==> src/rtl/wb_port_arbiter_pkg.sv <==
// Shared definitions for the register-file write-port arbiter.
//   DATA_W_DEF / ADDR_W_DEF : default data and address widths
//   wb_state_e              : arbitration FSM states (NORMAL, FORCE)
//   X0_ADDR                 : hard-wired zero register; writes to it are dropped
package wb_port_arbiter_pkg;

  localparam int unsigned DATA_W_DEF = 32;
  localparam int unsigned ADDR_W_DEF = 5;
  localparam int unsigned X0_ADDR    = 0;

  typedef enum logic {
    ST_NORMAL = 1'b0,
    ST_FORCE  = 1'b1
  } wb_state_e;

endpackage

==> src/rtl/wb_result_fifo.sv <==
// Multi-cycle result queue: BUF_DEPTH entries of {valid, addr, data}.
//   push/push_addr/push_data : enqueue at tail (ignored when full)
//   pop                      : drop head (ignored when empty)
//   kill/kill_addr           : clear valid on every stored entry whose addr matches
//   head_valid/addr/data     : current head; head_valid=0 when empty or invalidated
//   full/empty               : occupancy flags from the registered count
module wb_result_fifo
  import wb_port_arbiter_pkg::*;
#(
  parameter int unsigned DATA_W    = DATA_W_DEF,
  parameter int unsigned ADDR_W    = ADDR_W_DEF,
  parameter int unsigned BUF_DEPTH = 2
) (
  input  logic              clk,
  input  logic              rst_n,
  input  logic              push,
  input  logic [ADDR_W-1:0] push_addr,
  input  logic [DATA_W-1:0] push_data,
  input  logic              pop,
  input  logic              kill,
  input  logic [ADDR_W-1:0] kill_addr,
  output logic              head_valid,
  output logic [ADDR_W-1:0] head_addr,
  output logic [DATA_W-1:0] head_data,
  output logic              full,
  output logic              empty
);

  localparam int unsigned PTR_W = $clog2(BUF_DEPTH);
  localparam int unsigned CNT_W = $clog2(BUF_DEPTH) + 1;

  logic [BUF_DEPTH-1:0] ent_valid;
  logic [ADDR_W-1:0]    ent_addr [BUF_DEPTH];
  logic [DATA_W-1:0]    ent_data [BUF_DEPTH];
  logic [PTR_W-1:0]     wr_ptr;
  logic [PTR_W-1:0]     rd_ptr;
  logic [CNT_W-1:0]     count;
  logic                 do_push;
  logic                 do_pop;

  assign full    = (count == CNT_W'(BUF_DEPTH));
  assign empty   = (count == '0);
  assign do_push = push & ~full;
  assign do_pop  = pop & ~empty;

  assign head_valid = ~empty & ent_valid[rd_ptr];
  assign head_addr  = ent_addr[rd_ptr];
  assign head_data  = ent_data[rd_ptr];

  // Kill is applied before the push so an entry enqueued in the same cycle
  // as a matching pipe write stays valid (it is younger than that write).
  always_ff @(posedge clk or negedge rst_n) begin
    if (!rst_n) begin
      ent_valid <= '0;
    end else begin
      for (int unsigned i = 0; i < BUF_DEPTH; i++) begin
        if (kill && (ent_addr[i] == kill_addr)) ent_valid[i] <= 1'b0;
      end
      if (do_push) ent_valid[wr_ptr] <= 1'b1;
    end
  end

  always_ff @(posedge clk) begin
    if (do_push) begin
      ent_addr[wr_ptr] <= push_addr;
      ent_data[wr_ptr] <= push_data;
    end
  end

  always_ff @(posedge clk or negedge rst_n) begin
    if (!rst_n) begin
      wr_ptr <= '0;
      rd_ptr <= '0;
      count  <= '0;
    end else begin
      if (do_push) wr_ptr <= wr_ptr + PTR_W'(1);
      if (do_pop)  rd_ptr <= rd_ptr + PTR_W'(1);
      if (do_push && !do_pop)      count <= count + CNT_W'(1);
      else if (do_pop && !do_push) count <= count - CNT_W'(1);
    end
  end

endmodule

==> src/rtl/wb_port_arbiter.sv <==
// Register-file write-port arbiter between MEM/WB writeback and a multi-cycle unit.
//   clk, resetIn (async, active-low)
//   pipeWeIn/pipeAddrIn/pipeDataIn : in-order writeback, always has priority
//   mcValidIn/mcAddrIn/mcDataIn, mcReadyOut : multi-cycle result handshake into the queue
//   stallReqOut : one-cycle MEM/WB freeze while a starved queue head is forced out
//   rfWeOut/rfAddrOut/rfDataOut : registered register-file write port
module wb_port_arbiter
  import wb_port_arbiter_pkg::*;
#(
  parameter int unsigned DATA_W       = DATA_W_DEF,
  parameter int unsigned ADDR_W       = ADDR_W_DEF,
  parameter int unsigned BUF_DEPTH    = 2,
  parameter int unsigned STARVE_LIMIT = 8
) (
  input  logic              clk,
  input  logic              resetIn,
  input  logic              pipeWeIn,
  input  logic [ADDR_W-1:0] pipeAddrIn,
  input  logic [DATA_W-1:0] pipeDataIn,
  input  logic              mcValidIn,
  input  logic [ADDR_W-1:0] mcAddrIn,
  input  logic [DATA_W-1:0] mcDataIn,
  output logic              mcReadyOut,
  output logic              stallReqOut,
  output logic              rfWeOut,
  output logic [ADDR_W-1:0] rfAddrOut,
  output logic [DATA_W-1:0] rfDataOut
);

  localparam int unsigned AGE_W = $clog2(STARVE_LIMIT) + 1;

  wb_state_e         state, state_next;
  logic [AGE_W-1:0]  age, age_next;
  logic              pipe_req;
  logic              mc_push;
  logic              pop;
  logic              head_live;
  logic              sel_we;
  logic [ADDR_W-1:0] sel_addr;
  logic [DATA_W-1:0] sel_data;
  logic              head_valid;
  logic [ADDR_W-1:0] head_addr;
  logic [DATA_W-1:0] head_data;
  logic              fifo_full;
  logic              fifo_empty;

  assign stallReqOut = (state == ST_FORCE);
  assign mcReadyOut  = resetIn & ~fifo_full;
  assign pipe_req    = pipeWeIn & (pipeAddrIn != ADDR_W'(X0_ADDR)) & ~stallReqOut;
  assign mc_push     = mcValidIn & mcReadyOut & (mcAddrIn != ADDR_W'(X0_ADDR));
  // A head superseded by this cycle's pipe write must neither age nor force a stall.
  assign head_live   = head_valid & ~(pipe_req & (pipeAddrIn == head_addr));

  wb_result_fifo #(
    .DATA_W   (DATA_W),
    .ADDR_W   (ADDR_W),
    .BUF_DEPTH(BUF_DEPTH)
  ) u_fifo (
    .clk       (clk),
    .rst_n     (resetIn),
    .push      (mc_push),
    .push_addr (mcAddrIn),
    .push_data (mcDataIn),
    .pop       (pop),
    .kill      (pipe_req),
    .kill_addr (pipeAddrIn),
    .head_valid(head_valid),
    .head_addr (head_addr),
    .head_data (head_data),
    .full      (fifo_full),
    .empty     (fifo_empty)
  );

  always_comb begin
    state_next = ST_NORMAL;
    age_next   = '0;
    pop        = 1'b0;
    sel_we     = 1'b0;
    sel_addr   = head_addr;
    sel_data   = head_data;
    case (state)
      ST_FORCE: begin
        pop    = ~fifo_empty;
        sel_we = head_valid;
      end
      default: begin
        if (pipe_req) begin
          sel_we   = 1'b1;
          sel_addr = pipeAddrIn;
          sel_data = pipeDataIn;
          if (head_live) begin
            if (age == AGE_W'(STARVE_LIMIT - 1)) state_next = ST_FORCE;
            else                                 age_next   = age + AGE_W'(1);
          end
        end else begin
          pop    = ~fifo_empty;
          sel_we = head_valid;
        end
      end
    endcase
  end

  always_ff @(posedge clk or negedge resetIn) begin
    if (!resetIn) begin
      state <= ST_NORMAL;
      age   <= '0;
    end else begin
      state <= state_next;
      age   <= age_next;
    end
  end

  always_ff @(posedge clk or negedge resetIn) begin
    if (!resetIn) begin
      rfWeOut   <= 1'b0;
      rfAddrOut <= '0;
      rfDataOut <= '0;
    end else begin
      rfWeOut <= sel_we;
      if (sel_we) begin
        rfAddrOut <= sel_addr;
        rfDataOut <= sel_data;
      end
    end
  end

endmodule

==> config.mk <==
export PLATFORM = sky130hd
export DESIGN_NAME = wb_port_arbiter
export DESIGN_NICKNAME = d
export VERILOG_FILES = /design/src/rtl/wb_port_arbiter_pkg.sv /design/src/rtl/wb_result_fifo.sv /design/src/rtl/wb_port_arbiter.sv
export SDC_FILE = /design/constraint.sdc
export NUM_CORES = 1
export LEC_CHECK = 0
export CAP_MARGIN = 10
export CORE_ASPECT_RATIO = 0.9
export CORE_UTILIZATION = 52
export CTS_CLUSTER_DIAMETER = 100
export DETAILED_ROUTE_END_ITERATION = 8
export PLACE_DENSITY = 0.84
export SYNTH_ARGS = -nofsm -noshare
export SYNTH_HDL_FRONTEND = slang
export SYNTH_SLANG_ARGS = --single-unit
==> constraint.sdc <==
create_clock -name clk -period 4.1 [get_ports clk]
set_input_delay 0.615 -clock clk [delete_from_list [all_inputs] [get_ports clk]]
set_output_delay 0.615 -clock clk [all_outputs]
set_load 0.02 [all_outputs]
==> results.sh, run 1 <==
export IMPL_cts_setup_buffers=0
export IMPL_port_buffer_count=117
export IMPL_via_count=3268
export IMPL_worst_pin_slew_ps=941
export IMPL_grt_start_max_net_pins=73
export IMPL_arrival_ps=2880
export IMPL_io_pins=118
export IMPL_die_w_microns=107
export IMPL_r2r_start="u_fifo.rd_ptr$_DFFE_PN0P_"
export IMPL_cap_violations=0
export IMPL_cts_reportedPaths_clkPinSlew_ps=60
export IMPL_synth_nets=432
export IMPL_drtPass1Iterations=5
export IMPL_worstPathRequired_ps=4520
export IMPL_multi_input_area_sq_um=1590
export IMPL_setup_tns_ps=0
export IMPL_worstSkewPairLatency_ps=510
export IMPL_final_instance_count_excl_fill=610
export IMPL_diodes=0
export IMPL_cts_max_level=4
export IMPL_dieHeight_microns=96.2
export IMPL_path_class="input port to flip-flop"
export IMPL_routabilityCongestion=0.807
export IMPL_syn_area_sq_um=5120
export IMPL_fmax_mhz=408
export IMPL_period_share_pct=59.8
export IMPL_setup_viol=0
export IMPL_syn_inst=352
export IMPL_fill_cells=603
export IMPL_ys_ff_latch=123
export IMPL_cts_sinks=123
export IMPL_start_util_pct=54.9
export IMPL_via_per_inst=5.36
export IMPL_grt_pass1_wl_microns=17300
export IMPL_antenna_found_initial=0
export IMPL_max_slew_margin_pct=37.3
export IMPL_synth_cell_types=33
export IMPL_p_total_uw=4950
export IMPL_dp_hpwl_microns=6960
export IMPL_cts_buffers=17
export IMPL_regArea_sq_um=3450
export IMPL_hold_buffers=0
export IMPL_cts_tree="yes"
export IMPL_drc_errors=0
export IMPL_syn_to_final_growth_pct=37.2
export IMPL_grt_pass1_vias=3536
export IMPL_leakagePower_uw=0.00274
export IMPL_dieArea_sq_um=10300
export IMPL_final_util_pct=75.3
export IMPL_power_density_nw_per_um2=704
export IMPL_cp_max_fo=6
export IMPL_rsz0062_at_grt="no"
export IMPL_startpoint_type="input port"
export IMPL_drv_slew=0
export IMPL_core_sq_um=9330
export IMPL_skew_ps=9.67
export IMPL_max_vdd_ir_drop_mv=0.360
export IMPL_reg2reg_setup_slack_ps=1750
export IMPL_fin_nets=555
export IMPL_dp_cells=577
export IMPL_syn_avg_cell_area_sq_um=14.6
export IMPL_reg2reg_depth=5
export IMPL_hp_class="input port to async pin"
export IMPL_min_period_ps=2450
export IMPL_synth_warnings=0
export IMPL_cts_resized=0
export IMPL_reg2reg_to="age[2]$_DFF_PN0_"
export IMPL_rows=33
export IMPL_first_iter_violations=133
export IMPL_layout_drive_gt1_share_pct=16.2
export IMPL_wl_per_cell_microns=17.8
export IMPL_end_kind="flip-flop"
export IMPL_yosysSeqAreaShare_pct=67.3
export IMPL_grt_use_total_pct=23.0
export IMPL_outcome="finished clean"
export IMPL_finalHoldViolCount=0
export IMPL_holdWs_ps=293
export IMPL_antenna_left=0
export IMPL_clock_root_buffer="clkbuf_8"
export IMPL_clockBufferDepth=2
export IMPL_grt_overflow=0
export IMPL_wl_microns=10900
[cells by family after synthesis]
family / synth area share, %
flops: 67.3
mux: 14.9
simple gates: 5.40
compound gates: 6.40
xor+xnor: 3.59
buf+inv: 1.93
fa+ha+maj: 0.488
[critical path: stages]
cell	delay, ps
clkdlybuf4s50_1	520
or4_4	590
o21ai_2	300
o21ai_1	180
ha_1	240
xor2_1	150
nor2_1	150
xnor2_1	130
[area by class of cell]
class                      count  share of cell area, %
inverter                       2                  0.107
timing repair buffer         121                   17.3
clock buffer                  20                   6.34
tap                          122                   2.17
sequential                   123                   49.1
multi-input combinational    210                   22.6
clock inverter                12                   2.42
[Yosys cell counts (all sizes together)]
master,instances,area share [%]
a21oi,4,0.39
xor2,7,1.2
buf,14,1.6
nor2b,1,0.12
nand2,35,2.6
o21a,2,0.29
clkbuf,3,0.22
nor2,7,0.51
and3b,1,0.17
nor4,1,0.24
inv,2,0.15
edfxtp,74,43
nor3,3,0.29
o31ai,5,0.93
xnor2,14,2.4
and2,4,0.49
o211a,1,0.20
or4,2,0.37
nand4,2,0.24
o21ai,38,3.8
dfrtp,49,24
a22o,3,0.51
nand3,4,0.39
mux2i,38,7.4
ha,2,0.49
mux2,34,7.5
a211oi,2,0.29
[power breakdown]
group	switching [uW]	total [uW]	internal [uW]
clock	516	1530	1010
sequential	139	1750	1610
combinational	867	1670	806
[metal layers]
layer  vias up  share of wire (%)  routed length (microns)  GRT usage (%)
met4         0                1.7                      184           10.0
met5         -                  0                        0              0
met2       115                 51                     5530           40.7
met1      1606                 42                     4610           26.3
met3        13                4.9                      532           6.50
li1       1534                  -                        -              -
[stage by stage]
| step | instance area [sq um] | setup WS (ps) |
|---|---|---|
| final | 7030 | 1650 |
| after CTS | 7000 | 1590 |
| after global routing | 7030 | 1590 |
| after global placement | 6390 | 1190 |
| after detailed placement | 6390 | 1090 |
| after floorplan | 5120 | 1650 |
[layout by cell type, fill, tap and decap left out, types with 3 or more instances in the layout]
cell,count
clkdlybuf4s50_1,116
edfxtp_1,74
dfrtp_1,48
mux2i_1,38
o21ai_0,36
nand2_1,35
mux2_2,34
clkbuf_16,16
xnor2_1,14
xor2_1,7
nor2_1,6
nand3_1,4
a21oi_1,4
bufinv_16,4
nor3_1,3
a22o_1,3
o31ai_1,3
clkbuf_8,3
clkinvlp_4,3
clkinv_2,3
buf_4,3
[worst max path at each step]
stage | start | to | slack [ps] | depth (start not counted)
after global routing | pipeAddrIn[3] | u_fifo.count[1]$_DFFE_PN0P_ | 1590 | 8
after global placement | pipeWeIn | u_fifo.ent_valid[1]$_DFF_PN0_ | 1190 | 5
after floorplan | resetIn | u_fifo.ent_addr[0][0]$_DFFE_PP_ | 1650 | 3
after detailed placement | pipeWeIn | age[3]$_DFF_PN0_ | 1090 | 5
final | pipeAddrIn[3] | u_fifo.count[1]$_DFFE_PN0P_ | 1650 | 8
after CTS | pipeWeIn | age[3]$_DFF_PN0_ | 1590 | 5
[flip-flops by register name (all words and copies together) (netlist names)]
register and cells:
age 4, rfAddrOut 5, rfDataOut 32, rfWeOut 1
stallReqOut 1, u_fifo.count 2, u_fifo.ent_addr 10, u_fifo.ent_data 64
u_fifo.ent_valid 2, u_fifo.rd_ptr 1, u_fifo.wr_ptr 1
Note: power is estimated with default switching activity, not from simulation.
==> run 2, diff against run 1 <==
CORE_UTILIZATION = 50   (was 52)
PLACE_DENSITY = 0.81   (was 0.84)
clock period = 2.3 ns   (was 4.1 ns; I/O delays follow)
==> run 2 against run 1 <==
- global-route usage decreased by 0.19 points
- sequential cell count did not move
- largest cell class unchanged
- critical path type is now flip-flop to output port
- register-to-register slack lost 1400 ps
- largest power group unchanged
- setup slack lost 1400 ps
- core utilization fell by 2.2 points
- worst hold slack got worse by 190 ps
==> results.sh, run 2 (synthesis results as in run 1) <==
export IMPL_outcome="finished clean"
export IMPL_via_count=3325
export IMPL_diodes=0
export IMPL_layout_drive_gt1_share_pct=19.1
export IMPL_finalHoldViolCount=0
export IMPL_max_slew_margin_pct=54.4
export IMPL_dieHeight_microns=98.0
export IMPL_cts_setup_buffers=0
export IMPL_rows=34
export IMPL_clockBufferDepth=2
export IMPL_p_total_uw=8930
export IMPL_port_buffer_count=117
export IMPL_reg_largest_list="u_fifo.ent_data (64), rfDataOut (32), u_fifo.ent_addr (10)"
export IMPL_fmax_mhz=492
export IMPL_arrival_ps=1690
export IMPL_io_pins=118
export IMPL_multi_input_area_sq_um=1590
export IMPL_syn_to_final_growth_pct=40.2
export IMPL_wl_microns=11300
export IMPL_grt_start_max_net_pins=50
export IMPL_cts_resized=0
export IMPL_internal_power_uw=6150
export IMPL_wl_met2_microns=5780
export IMPL_start_util_pct=52.1
export IMPL_period_share_pct=88.4
export IMPL_mostFrequentLayoutCells="clkdlybuf4s50_1, edfxtp_1, dfrtp_1"
export IMPL_clkPwrFrac_pct=30.4
export IMPL_first_iter_violations=184
export IMPL_slowest_stage="clkdlybuf4s50_1"
export IMPL_wl_per_cell_microns=18.0
export IMPL_antenna_found_initial=0
export IMPL_drv_slew=0
export IMPL_setup_viol=0
export IMPL_grt_pass1_vias=3620
export IMPL_skew_ps=5.78
export IMPL_startpoint_type="flip-flop"
export IMPL_max_stage_delay_ps=610
export IMPL_final_common_cell="clkdlybuf4s50_1"
export IMPL_grt_overflow=0
export IMPL_worstSkewPairLatency_ps=400
export IMPL_leakagePower_uw=0.00282
export IMPL_via_per_inst=5.29
export IMPL_worst_pin_slew_ps=681
export IMPL_worstPathCellList="inv_1 > o21a_1 > clkdlybuf4s50_1"
export IMPL_place_ws_ps=-9.31
export IMPL_comb_power_share_pct=34.6
export IMPL_dp_hpwl_microns=7450
export IMPL_core_sq_um=9830
export IMPL_clock_root_buffer="clkbuf_16"
export IMPL_top_layer="met4"
export IMPL_met1Wirelength_microns=4790
export IMPL_drtPass1Iterations=4
export IMPL_routabilityCongestion=0.791
export IMPL_cts_buffers=17
export IMPL_regMostFlops="u_fifo.ent_data"
export IMPL_fin_nets=570
export IMPL_antenna_left=0
export IMPL_path_class="flip-flop to output port"
export IMPL_power_density_nw_per_um2=1240
export IMPL_min_period_ps=2030
export IMPL_wl_met3_microns=574
export IMPL_path_delay_family="buffers and inverters"
export IMPL_cts_sinks=123
export IMPL_fill_cells=611
export IMPL_largest_reg_flops=64
export IMPL_cp_max_fo=3
export IMPL_cts_reportedPaths_clkPinSlew_ps=60
export IMPL_max_vdd_ir_drop_mv=0.630
export IMPL_grt_use_total_pct=22.8
export IMPL_hp_class="input port to async pin"
export IMPL_worstPathRequired_ps=1960
export IMPL_hold_buffers=0
export IMPL_p_sw_uw=2790
export IMPL_path_buf_inv=2
export IMPL_cap_violations=0
export IMPL_dieArea_sq_um=10700
export IMPL_grt_pass1_wl_microns=17800
export IMPL_drc_errors=0
export IMPL_finalWorstSetupSlack_ps=266
export IMPL_cts_max_level=4
export IMPL_rsz0062_at_grt="no"
export IMPL_p_sw_share_pct=31.2
export IMPL_end_kind="output port"
export IMPL_regArea_sq_um=3450
export IMPL_seq_power_share_pct=35.1
export IMPL_cts_tree="yes"
export IMPL_die_w_microns=109
[run 2: layout make-up]
type	count	share of cell area [%]
Inverter	2	0.104
Clock inverter	14	2.39
Clock buffer	18	6.11
Multi-Input combinational cell	210	22.1
Tap cell	126	2.19
Sequential cell	123	48.0
Timing Repair Buffer	136	19.1
[run 2: metal layers]
layer	vias up	track usage, %
met5	-	0
met3	12	6.81
met4	0	9.77
li1	1576	-
met2	108	37.5
met1	1629	27.9
[run 2: path summary, 6_finish.rpt]
check	start	end	slack, ps	cells after the start
max	u_fifo.count[1]$_DFFE_PN0P_	mcReadyOut	270	3
min	resetIn	rfDataOut[5]$_DFFE_PN0P_	100	2
max reg2reg	u_fifo.count[0]$_DFFE_PN0P_	rfDataOut[31]$_DFFE_PN0P_	320	5
min reg2reg	u_fifo.ent_valid[1]$_DFF_PN0_	u_fifo.ent_valid[1]$_DFF_PN0_	510	1
max in group asynchronous	resetIn	u_fifo.rd_ptr$_DFFE_PN0P_	1730	2
min in group clk	pipeDataIn[28]	rfDataOut[28]$_DFFE_PN0P_	500	3
[run 2: per-stage QoR]
stage / hold slack [ps] / util [%] / cell area (sq um) / setup TNS (ps) / std cells
global route: 141 / 73.1 / 7180 / 0 / 629
finish: 101 / 73.1 / 7180 / 0 / 629
detailed placement: 501 / 66.9 / 6570 / -9.31 / 597
floorplan: 49.4 / - / 5130 / 0 / 352
global placement: 484 / 66.9 / 6570 / 0 / 597
CTS: 113 / 73.1 / 7180 / 0 / 629
[run 2: power groups by stage]
stage	registers, uW	logic [uW]	clock network (uW)
2_1_floorplan	3410	1600	0
3_3_place_gp	3140	3020	0
3_5_place_dp	3160	3060	0
4_1_cts	3130	3120	2750
5_1_grt	3180	3300	2850
6_report	3130	3090	2710
==> run 3, diff against run 2 <==
CAP_MARGIN = 40   (was 10)
==> results of run 3 <==
No change in the layout: final DEF, timing and power equal those of run 2.
